==> src/rtl/tpu_pkg.sv <==
// Shared constants for the unified-buffer consumer blocks: FSM state
// encodings, default word/address widths and the buffer depth.
package tpu_pkg;

  localparam int DATA_W_DEF = 32;
  localparam int ADDR_W_DEF = 6;
  localparam int UB_DEPTH   = 64;

  localparam logic [2:0] ST_IDLE   = 3'd0;
  localparam logic [2:0] ST_FETCH  = 3'd1;
  localparam logic [2:0] ST_DRAIN  = 3'd2;
  localparam logic [2:0] ST_STREAM = 3'd3;
  localparam logic [2:0] ST_DONE   = 3'd4;

endpackage

==> src/rtl/ub_input_setup_skew_shifter.sv <==
// Per-row delay lines: row r passes through r+1 register stages, turning an
// aligned column vector into the diagonally skewed stream the array expects.
module skew_shifter #(
  parameter int DATA_W = 32,
  parameter int N      = 2
) (
  input  logic                clk,
  input  logic                reset,
  input  logic [N*DATA_W-1:0] in_data,
  input  logic [N-1:0]        in_valid,
  output logic [N*DATA_W-1:0] out_data,
  output logic [N-1:0]        out_valid
);

  for (genvar r = 0; r < N; r++) begin : g_row
    logic [DATA_W-1:0] data_r [r+1];
    logic [r:0]        valid_r;

    // Shift row r one stage per clock; the last stage is the registered output.
    always_ff @(posedge clk) begin
      if (reset) begin
        valid_r <= '0;
        for (int s = 0; s <= r; s++) begin
          data_r[s] <= '0;
        end
      end else begin
        valid_r[0] <= in_valid[r];
        data_r[0]  <= in_data[r*DATA_W +: DATA_W];
        for (int s = 1; s <= r; s++) begin
          valid_r[s] <= valid_r[s-1];
          data_r[s]  <= data_r[s-1];
        end
      end
    end

    assign out_data[r*DATA_W +: DATA_W] = data_r[r];
    assign out_valid[r]                 = valid_r[r];
  end

endmodule

==> src/rtl/ub_input_setup.sv <==
// Reads an N x N activation tile from the unified buffer into local registers,
// then streams it row-skewed into the systolic array inputs.
module ub_input_setup
  import tpu_pkg::*;
#(
  parameter int DATA_W = DATA_W_DEF,
  parameter int ADDR_W = ADDR_W_DEF,
  parameter int N      = 2
) (
  input  logic                clk,
  input  logic                reset,
  input  logic                start,
  input  logic [ADDR_W-1:0]   base_addr,
  output logic                busy,
  output logic                done,
  output logic                ub_rd_en,
  output logic [ADDR_W-1:0]   ub_rd_addr,
  input  logic [DATA_W-1:0]   ub_rd_data,
  output logic [N*DATA_W-1:0] a_out,
  output logic [N-1:0]        a_valid
);

  localparam int CNT_W  = $clog2(N*N+1);
  localparam int STEP_W = $clog2(2*N);
  localparam int TI_W   = (N > 1) ? $clog2(N*N) : 1;
  localparam int COL_W  = (N > 1) ? $clog2(N) : 1;

  localparam logic [CNT_W-1:0]  LAST_IDX  = CNT_W'(N*N-1);
  localparam logic [STEP_W-1:0] LAST_STEP = STEP_W'(2*N-2);

  logic [2:0]        state_r;
  logic [CNT_W-1:0]  idx_r;
  logic [CNT_W-1:0]  cap_idx_r;
  logic              cap_valid_r;
  logic [STEP_W-1:0] step_r;
  logic [DATA_W-1:0] tile_r [N*N];

  logic                feed_valid_s;
  logic [COL_W-1:0]    feed_col_s;
  logic [31:0]         flat_s;
  logic [N*DATA_W-1:0] feed_data_s;

  // Sequencer: issues the N*N reads, waits one drain cycle, counts stream steps.
  always_ff @(posedge clk) begin
    if (reset) begin
      state_r    <= ST_IDLE;
      idx_r      <= '0;
      step_r     <= '0;
      busy       <= 1'b0;
      done       <= 1'b0;
      ub_rd_en   <= 1'b0;
      ub_rd_addr <= '0;
    end else begin
      done <= 1'b0;
      case (state_r)
        ST_IDLE: begin
          if (start) begin
            state_r    <= ST_FETCH;
            busy       <= 1'b1;
            ub_rd_en   <= 1'b1;
            ub_rd_addr <= base_addr;
            idx_r      <= '0;
            step_r     <= '0;
          end
        end
        ST_FETCH: begin
          if (idx_r == LAST_IDX) begin
            state_r    <= ST_DRAIN;
            ub_rd_en   <= 1'b0;
            ub_rd_addr <= '0;
          end else begin
            idx_r      <= idx_r + CNT_W'(1);
            ub_rd_addr <= ub_rd_addr + ADDR_W'(1);
          end
        end
        ST_DRAIN: begin
          state_r <= ST_STREAM;
          step_r  <= '0;
        end
        ST_STREAM: begin
          if (step_r == LAST_STEP) begin
            state_r <= ST_DONE;
            done    <= 1'b1;
          end else begin
            step_r <= step_r + STEP_W'(1);
          end
        end
        ST_DONE: begin
          state_r <= ST_IDLE;
          busy    <= 1'b0;
        end
        default: begin
          state_r  <= ST_IDLE;
          busy     <= 1'b0;
          ub_rd_en <= 1'b0;
        end
      endcase
    end
  end

  // Capture each read word the cycle after its strobe, into row-major tile order.
  always_ff @(posedge clk) begin
    if (reset) begin
      cap_valid_r <= 1'b0;
      cap_idx_r   <= '0;
      for (int i = 0; i < N*N; i++) begin
        tile_r[i] <= '0;
      end
    end else begin
      cap_valid_r <= ub_rd_en;
      cap_idx_r   <= idx_r;
      if (cap_valid_r) begin
        tile_r[cap_idx_r[TI_W-1:0]] <= ub_rd_data;
      end
    end
  end

  // Column k is fed one cycle before stream step k so the shifter output lands on time.
  always_comb begin
    feed_valid_s = 1'b0;
    feed_col_s   = '0;
    if (state_r == ST_DRAIN) begin
      feed_valid_s = 1'b1;
      feed_col_s   = '0;
    end else if ((state_r == ST_STREAM) && (int'(step_r) < N - 1)) begin
      feed_valid_s = 1'b1;
      feed_col_s   = COL_W'(int'(step_r) + 1);
    end else begin
      feed_valid_s = 1'b0;
      feed_col_s   = '0;
    end
  end

  // Select column elements; forward the word still being captured, if needed.
  always_comb begin
    feed_data_s = '0;
    flat_s      = '0;
    for (int r = 0; r < N; r++) begin
      flat_s = 32'(r*N) + 32'(feed_col_s);
      if (feed_valid_s && cap_valid_r && (32'(cap_idx_r) == flat_s)) begin
        feed_data_s[r*DATA_W +: DATA_W] = ub_rd_data;
      end else if (feed_valid_s) begin
        feed_data_s[r*DATA_W +: DATA_W] = tile_r[flat_s[TI_W-1:0]];
      end else begin
        feed_data_s[r*DATA_W +: DATA_W] = '0;
      end
    end
  end

  skew_shifter #(
    .DATA_W (DATA_W),
    .N      (N)
  ) u_skew (
    .clk       (clk),
    .reset     (reset),
    .in_data   (feed_data_s),
    .in_valid  ({N{feed_valid_s}}),
    .out_data  (a_out),
    .out_valid (a_valid)
  );

endmodule

==> config.mk <==
export PLATFORM = sky130hd
export DESIGN_NAME = ub_input_setup
export DESIGN_NICKNAME = d
export VERILOG_FILES = /design/src/rtl/tpu_pkg.sv /design/src/rtl/ub_input_setup_skew_shifter.sv /design/src/rtl/ub_input_setup.sv
export SDC_FILE = /design/constraint.sdc
export NUM_CORES = 1
export LEC_CHECK = 0
export BUFFER_PORTS_ARGS = -buffer_cell sky130_fd_sc_hd__buf_4
export CORE_MARGIN = 1
export CORE_UTILIZATION = 50
export CTS_BUF_LIST = sky130_fd_sc_hd__clkbuf_8 sky130_fd_sc_hd__clkbuf_16
export CTS_CLUSTER_DIAMETER = 30
export DETAILED_ROUTE_END_ITERATION = 7
export GPL_TIMING_DRIVEN = 0
export HOLD_SLACK_MARGIN = 0.02
export PLACE_DENSITY = 0.7
export SLEW_MARGIN = 20
export SYNTH_ARGS = -nofsm -noshare
export SYNTH_HDL_FRONTEND = slang
export SYNTH_SLANG_ARGS = --single-unit
==> constraint.sdc <==
create_clock -name clk -period 3.3 [get_ports clk]
set_input_delay 0.495 -clock clk [delete_from_list [all_inputs] [get_ports clk]]
set_output_delay 0.495 -clock clk [all_outputs]
set_load 0.005 [all_outputs]
== Word level (Yosys, flattened, before mapping) ==
Memories as Yosys holds them, arrays and structs flattened.
Cells that the tools add are included.

* Add/subtract/negate cells: 5
* $lt $le $gt $ge: 1
* Equal/unequal tests: 13
* Mux-type cells: 39
* Bitwise logic cells: 5
* Reduce and logical (&&, ||, !) cells: 18

{| class="wikitable"
|+ Operators with widths
! kind !! number
|-
| 2-to-1 mux 32 bit || 8
|-
| OR reduction 32 bit || 2
|-
| 2-to-1 mux 1 bit || 15
|-
| 2-to-1 mux 3 bit || 5
|-
| 2-to-1 mux 6 bit || 2
|-
| case mux 3 bit (4 select lines) || 1
|-
| case mux 6 bit (2 select lines) || 1
|-
| AND reduction 3 bit || 4
|-
| inequality test 2 bit, second input constant || 5
|-
| == test 3 x 2 -> 1 bit, second input constant || 3
|-
| adder 6 x 1 -> 6 bit, second input constant || 1
|-
| 2-to-1 mux 2 bit || 3
|-
| case mux 2 bit (3 select lines) || 1
|-
| case mux 3 bit (2 select lines) || 1
|-
| OR reduction 3 bit || 2
|-
| logical AND 1 bit || 4
|-
| AND reduction 2 bit || 2
|-
| adder 2 x 1 -> 3 bit, first input constant || 1
|-
| adder 3 x 1 -> 3 bit, second input constant || 1
|-
| == test 3 x 1 -> 1 bit || 1
|-
| == test 3 x 1 -> 1 bit, second input constant || 1
|-
| == test 3 bit || 1
|-
| == test 3 bit, second input constant || 1
|-
| zero test 3 bit || 1
|-
| other kinds (11) || 14
|}

* Register bits: 24
* RAM bits: 224
* Output and inout bits: 75
* Logic and storage cells: 95
* Memories: 3

{| class="wikitable"
|+ Memories
! memory !! depth !! width !! read ports !! clocked after Yosys merged registers in !! write ports !! line !! text
|-
| tile_r || 4 || 32 || 2 || 0 || 4 || ub_input_setup.sv:36 || <nowiki>logic [DATA_W-1:0] tile_r [N*N];</nowiki>
|-
| u_skew.g_row[1].data_r || 2 || 32 || 2 || 0 || 2 || ub_input_setup_skew_shifter.sv:16 || <nowiki>logic [DATA_W-1:0] data_r [r+1];</nowiki>
|-
| u_skew.g_row[0].data_r || 1 || 32 || 1 || 0 || 1 || ub_input_setup_skew_shifter.sv:16 ||
|}

== Depth between registers and ports, before layout ==
Gate-level depths: netlist of run 1.

* Depth in word-level cells: 9
* Gate-level depth with buffers: 8

== Cells and area by module ==
A second synthesis of run 1 with hierarchy kept.

* Cells, all modules: 885
* Area, all modules: 10555.1 um2

{| class="wikitable"
|+ By module, submodules not included
! module !! times used !! cells an instance !! area an instance (um2)
|-
| ub_input_setup || 1 || 642 || 7624.8
|-
| skew_shifter || 1 || 243 || 2930.3
|}

== Worst setup path before layout of run 1 ==
OpenSTA, ideal clock, no wires.

* Path type: input-to-reg
* Start point: input port reset
* End point: memory tile_r[2][0] (enable)
* Setup time: 0.375 ns
* Arrival time: 1.721 ns
* Data required time: 2.925 ns
* Setup slack: 1.204 ns
* Cell stages on the path: 4
* Buffers on the path: 1
* Cell sequence: buf_2 -> nand2b_1 -> nor3b_1 -> or2_2

{| class="wikitable"
|+ RTL lines
! what !! line !! text
|-
| from (decl) || ub_input_setup.sv:11 || <nowiki>input logic reset,</nowiki>
|-
| to (decl) || ub_input_setup.sv:36 ||
|}

==> impl_metrics.py, run 1 <==
metrics = {
    "synthesis": {
        "yosys.area_share.simple_pct": 18.85,
        "ys_types": 49,
        "yosysSeqAreaShare_pct": 59.35,
        "synth_nets": 949,
        "yosys.area.top_type_share_pct": 36.64,
        "synth_commonest_cells": "and2_1, edfxtp_1, dfxtp_1, a21boi_0, mux2i_1",
        "netlist_instances": 903,
        "synthAdderAreaFrac_pct": 0.5964,
        "synth-xor-area-share_pct": 0.08349,
        "ys_seq_elements": 247,
        "yosysWarnings": 0,
        "syn_avg_cell_area_um2": 11.62,
        "yosys-top-cells-area": "edfxtp_1, dfxtp_1, and2_1",
        "synth_flop_cell": "edfxtp_1",
        "synth_top_family_by_area": "simple AND/OR/NAND/NOR gates",
        "synthesis.area_mm2": 0.01049,
        "synthMuxAreaShare_pct": 6.202,
        "synth_edf_count": 128,
        "synthArstFlopShare_pct": 0,
        "synth_compound_area_share_pct": 9.625,
        "yosys.area.top_type": "edfxtp_1",
    },
    "drt": {
        "drt_iter0_drc": 412,
        "drt-wirelength-per-cell_um": 17.63,
        "drtPass1Iterations": 4,
        "ant_nets": 0,
        "drcViolationCount": 0,
        "vias": 7236,
        "viasPerCell": 5.255,
        "routed_wl_mm": 24.27,
    },
    "floorplanning": {
        "die_w_um": 146.8,
        "start_util_pct": 51.35,
        "die_area_mm2": 0.02156,
        "die-height_um": 146.8,
        "io_pins": 116,
        "rows": 52,
        "core_area_mm2": 0.02043,
    },
    "timing": {
        "hold_violations": 0,
        "tightest_slew_ns": 0.9429,
        "relSlewSlack_pct": 37.14,
        "tns_ns": 0,
        "setup_slack_ns": 0.7307,
        "fin_skew_ns": 0.01860,
        "min_period_ns": 2.569,
        "fmax_ghz": 0.3892,
        "report.final.slew_viol_count": 0,
        "fin_worst_hold_slack_ns": 0.2574,
        "rsz0062_at_grt": "false",
        "setup-violations-final": 0,
        "timing.final.crit_share_pct": 77.86,
    },
    "place": {
        "dp_cells": 1287,
        "gp_congestion": 0.7994,
        "dp_slack_ns": 0.4190,
        "dp_hpwl_mm": 15.68,
        "portBuffers": 114,
    },
    "critical_path": {
        "worstPathArrival_ns": 2.99,
        "endpoint_kind": "register",
        "critPathKind": "reg -> reg",
        "crit_required_ns": 3.72,
        "cp_max_fo": 10,
        "critPathLaunchType": "register",
    },
    "clock_tree": {
        "cts_setup_buffers": 0,
        "clock_path_buffers": 3,
        "insertion_delay_ns": 0.54,
        "path_clk_slew_ns": 0.05,
        "cts_root_buf": "clkbuf_16",
        "cts_tree": "built",
        "ctsHoldBuffers": 0,
        "cts_buffers": 48,
        "numClockSinks": 247,
        "cts_resized": 0,
        "htreeDepth": 2,
    },
    "status": {
        "status": "finished, final reports clean",
    },
    "final_layout": {
        "nets": 1113,
        "n_antenna_cell": 0,
        "drive_gt1_share_pct": 23.13,
        "n_fill_cell": 1626,
        "synthToLayoutAreaGrowth_pct": 26.45,
        "final_cells": 1377,
        "finalCoreUtilization_pct": 64.93,
    },
    "global_routing": {
        "grt_overflow": 0,
        "grt_pass1_vias": 7130,
        "grtUsageTotal_pct": 22.70,
        "grt_start_max_net_pins": 33,
        "grt_pass1_wl_mm": 37.74,
        "antenna_found_initial": 0,
    },
    "run": {
        "maxCapViolCount": 0,
    },
    "worst_hold_path": {
        "worstHoldPathType": "in -> reg",
    },
    "power_and_ir_drop": {
        "power.density_mw_per_mm2": 619.9,
        "vdd_drop_max_uv": 410.6,
        "p_leak_nw": 5.947,
    },
}
==> registers in the layout, summed over array words and instances, names as in the netlist <==
register / cells
busy: 1
cap_idx_r: 3
cap_valid_r: 1
done: 1
idx_r: 3
state_r: 3
step_r: 2
tile_r: 128
u_skew.g_row.data_r: 96
u_skew.g_row.valid_r: 2
ub_rd_addr: 6
ub_rd_en: 1
==> cell families (layout without fill, tap and decap cells) <==
group / after synthesis / after routing
mux: 65 / 65
fa+ha+maj: 5 / 5
simple gates: 319 / 319
buf+inv: 107 / 311
flops: 247 / 247
xor+xnor: 1 / 1
compound gates: 159 / 159
==> worst max-delay path: stages (launching register included) <==
cell and delay (ns):
dfxtp_1 0.35, inv_1 0.12, ha_1 0.24, nor2b_1 0.19, clkbuf_1 0.46, clkbuf_1 0.47
and3_1 0.25, o21ai_0 0.11, mux2i_1 0.28
==> routing by layer <==
| metal | track usage, % | routed length (um) | up-vias |
|---|---|---|---|
| li1 | - | - | 3472 |
| met1 | 28.28 | 10230 | 3484 |
| met2 | 38.82 | 12060 | 228 |
| met3 | 4.876 | 1408 | 52 |
| met4 | 8.229 | 572 | 0 |
| met5 | 0 | 0 | - |
==> layout by cell type (no fill, tap or decap), types with 6 or more instances in the layout <==
master	n
nor2_1	16
a21oi_1	10
mux2i_1	65
buf_4	148
clkbuf_8	6
a21boi_0	65
o21ai_1	10
inv_1	13
buf_2	12
inv_6	9
clkinvlp_4	7
and2_1	128
o21ai_0	59
clkbuf_16	49
nand2b_1	35
clkbuf_1	46
and3_1	64
edfxtp_1	128
dfxtp_1	119
nor2b_1	42
==> where the power goes <==
part / internal (mW) / switching [mW]
sequential: 3.32 / 0.0303
combinational: 0.116 / 0.162
clock: 2.95 / 1.64
total: 6.39 / 1.83
==> area by class of cell <==
cell class	count	area [um^2]	area share (%)
Clock buffer	55	1309	9.866
Inverter	6	22.52	0.1698
Multi-Input combinational cell	549	3709	27.96
Timing Repair Buffer	114	855.8	6.452
Clock inverter	35	272.8	2.056
Sequential cell	247	6226	46.93
Tap cell	270	337.8	2.547
Buffer	101	533.0	4.018
==> stage by stage <==
| stage | power [mW] | instance area, um^2 |
|---|---|---|
| after global routing | 8.473 | 13270 |
| after detailed placement | 3.688 | 11680 |
| final | 8.223 | 13270 |
| after CTS | 8.277 | 13270 |
| after global placement | 3.678 | 11680 |
| after floorplan | 3.552 | 10490 |
==> worst paths after layout <==
check                                              startpoint                            end  slack (ns)  depth (start not counted)
worst min register to register  u_skew.g_row[1].data_r[0][22]  u_skew.g_row[1].data_r[0][54]        0.43                          1
worst max-delay path                                step_r[0]   u_skew.g_row[1].data_r[0][1]        0.73                          8
worst max register to register                      step_r[0]   u_skew.g_row[1].data_r[0][1]        0.73                          8
worst min-delay path                             base_addr[0]                  ub_rd_addr[0]        0.26                          3
No activity file was read; power rests on OpenSTA's default activity.
==> inputs of run 2 (changes only) <==
--- a/config.mk
+++ b/config.mk
@@ -5,6 +5,7 @@
 export SDC_FILE = /design/constraint.sdc
 export NUM_CORES = 1
 export LEC_CHECK = 0
+export ABC_AREA = 1
 export BUFFER_PORTS_ARGS = -buffer_cell sky130_fd_sc_hd__buf_4
 export CORE_MARGIN = 1
 export CORE_UTILIZATION = 50
==> constraint.sdc (replaced) <==
create_clock -name clk -period 2.46 [get_ports clk]
set_input_delay 0.369 -clock clk [delete_from_list [all_inputs] [get_ports clk]]
set_output_delay 0.369 -clock clk [all_outputs]
set_load 0.005 [all_outputs]
==> impl_metrics.py, run 2 <==
metrics = {
    "final_layout": {
        "largest_reg_flops": 128,
        "final_cell_area_mm2": 0.01390,
        "layout_common_cells": "nor2_1, inv_1, nand2_1",
        "final_cells": 1804,
        "drive_gt1_share_pct": 19.18,
        "nets": 1536,
        "synthToLayoutAreaGrowth_pct": 28.22,
        "regMostFlops": "tile_r",
        "reg_top3": "tile_r x128, u_skew.g_row.data_r x96, ub_rd_addr x6",
        "final_common_cell": "nor2_1",
    },
    "timing": {
        "report.final.slew_viol_count": 0,
        "rsz0062_at_grt": "false",
        "fmax_ghz": 0.4287,
        "timing.final.crit_share_pct": 94.83,
        "fin_skew_ns": 0.01493,
        "relSlewSlack_pct": 37.71,
        "hold_violations": 0,
        "min_period_ns": 2.333,
        "tightest_slew_ns": 0.9343,
        "setup_slack_ns": 0.1272,
        "setup-violations-final": 0,
    },
    "floorplanning": {
        "start_util_pct": 51.26,
        "core_area_mm2": 0.02115,
        "rows": 53,
        "die_area_mm2": 0.02228,
        "die_w_um": 149.3,
        "die-height_um": 149.3,
        "io_pins": 116,
    },
    "clock_tree": {
        "path_clk_slew_ns": 0.05,
        "cts_tree": "built",
        "cts_buffers": 49,
        "numClockSinks": 247,
        "clock_path_buffers": 3,
        "cts_root_buf": "clkbuf_16",
        "ctsHoldBuffers": 0,
        "insertion_delay_ns": 0.53,
        "htreeDepth": 2,
    },
    "global_routing": {
        "grtUsageTotal_pct": 26.78,
        "grt_pass1_wl_mm": 45.13,
        "grt_pass1_vias": 8802,
        "grt_overflow": 0,
        "antenna_found_initial": 1,
        "grt_start_max_net_pins": 25,
    },
    "power_and_ir_drop": {
        "vdd_drop_max_uv": 635.3,
        "power.density_mw_per_mm2": 894.9,
        "power.total_mw": 12.44,
        "p_leak_nw": 6.822,
    },
    "critical_path": {
        "critPathKind": "reg -> reg",
        "endpoint_kind": "register",
        "critPathLaunchType": "register",
        "crit_required_ns": 2.90,
        "rrSetupSlack_ns": 0.13,
        "worstPathArrival_ns": 2.77,
        "cp_max_fo": 11,
    },
    "place": {
        "portBuffers": 115,
        "dp_slack_ns": -0.4764,
        "gp_congestion": 0.8790,
        "postPlaceCellArea_mm2": 0.01218,
        "dp_cells": 1707,
        "dp_hpwl_mm": 19.26,
    },
    "drt": {
        "drt-wirelength-per-cell_um": 16.29,
        "drt_iter0_drc": 943,
        "drtPass1Iterations": 6,
        "viasPerCell": 5.158,
        "ant_nets": 0,
        "drcViolationCount": 0,
        "vias": 9305,
        "routed_wl_mm": 29.39,
    },
    "synthesis": {
        "netlist_instances": 1312,
        "synthesis.area_mm2": 0.01084,
        "ys_seq_elements": 247,
        "synth_edf_count": 128,
        "yosysMostFrequentCell": "nor2_1",
        "synth_flop_cell": "edfxtp_1",
        "syn_avg_cell_area_um2": 8.264,
        "synth_commonest_cells": "nor2_1, inv_1, nand2_1, edfxtp_1, dfxtp_1",
        "ys_types": 29,
        "synthArstFlopShare_pct": 0,
        "yosys-top-cells-area": "edfxtp_1, dfxtp_1, nor2_1",
        "yosys.area.top_type_share_pct": 35.45,
        "synth_nets": 1358,
        "yosysSeqAreaShare_pct": 57.42,
        "yosys.area.top_type": "edfxtp_1",
        "yosysWarnings": 0,
    },
    "run": {
        "maxCapViolCount": 0,
    },
    "worst_hold_path": {
        "worstHoldPathType": "in -> reg",
    },
    "status": {
        "status": "finished, final reports clean",
    },
}
run 2: cell count changes after synthesis, sizes merged, moves of 8 or more:
cell / delta
inv: +228
and2: -128
a21boi: -65
nor2b: -42
nand2b: -35
nand2: +222
o21ai: -57
buf: +8
mux2i: -65
nor2: +281
nand3: +95
and3: -64
nand4: +65
run 2: layer usage:
metal / vias to the layer above / share of wire, % / GRT usage, % / routed length (um)
met5: - / 0 / 0 / 0
met4: 0 / 3.6 / 13.67 / 1049
met3: 87 / 9.6 / 4.985 / 2834
met2: 503 / 48 / 44.47 / 13980
met1: 4297 / 39 / 33.32 / 11530
li1: 4418 / - / - / -
run 2: area by class of cell:
type	count	area [um^2]
Antenna cell	1	2.502
Buffer	106	605.6
Clock buffer	51	1265
Clock inverter	38	335.3
Fill cell	1705	7251
Inverter	236	885.9
Multi-Input combinational cell	723	3193
Sequential cell	247	6226
Tap cell	275	344.1
Timing Repair Buffer	127	1046
run 2: logic make-up (layout without fill, tap and decap cells):
logic type | Yosys count | after routing | share of synthesized area, %
xor gates and xnor gates | 2 | 2 | 0.1616
AOI/OAI and AO/OA | 25 | 25 | 1.281
DFF | 247 | 247 | 57.42
adders and majority gates | 5 | 5 | 0.5770
other | 0 | 1 | 0
and+or+nand+nor | 691 | 691 | 27.03
buffers and inverters | 342 | 558 | 13.54
run 2: what timing repair did:
item,4_1_cts,5_1_grt
resized for setup,15,9
pin swaps,1,1
setup endpoints to repair,98,95
setup buffers,1,6
run 2: critical path: stages, from the launching register on:
cell     delay, ns
dfxtp_1       0.31
inv_1         0.19
buf_6         0.19
ha_2          0.26
inv_2         0.05
a21oi_1       0.19
buf_2         0.28
buf_2         0.33
nand3_1       0.12
nand2_1       0.08
nand2_1       0.05
nor2_1        0.17
run 2: path summary, 6_finish.rpt:
path / start / endpoint / depth (start not counted)
worst max register to register: step_r[0] / u_skew.g_row[0].data_r[0][13] / 11
worst min register to register: u_skew.g_row[1].data_r[0][9] / u_skew.g_row[1].data_r[0][41] / 2
worst max-delay path: step_r[0] / u_skew.g_row[0].data_r[0][13] / 11
worst min-delay path: ub_rd_data[11] / u_skew.g_row[0].data_r[0][11] / 3
run 2: per-stage QoR:
step                utilization, %  hold slack, ns  TNS, ns
finish                       65.72         0.08029        0
global route                 65.71         0.07813        0
CTS                          65.32         0.07190        0
detailed placement           57.56          0.3921   -30.64
global placement             56.99          0.3896  -117.82
floorplan                        -          0.3883        0
run 2: power breakdown:
| group | internal (mW) | switching, mW | total [mW] | leakage (nW) |
|---|---|---|---|---|
| combinational | 0.480 | 0.946 | 1.43 | 3.72 |
| clock | 4.23 | 2.12 | 6.35 | 0.809 |
| sequential | 4.58 | 0.0905 | 4.67 | 2.29 |
| total | 9.29 | 3.15 | 12.4 | 6.82 |
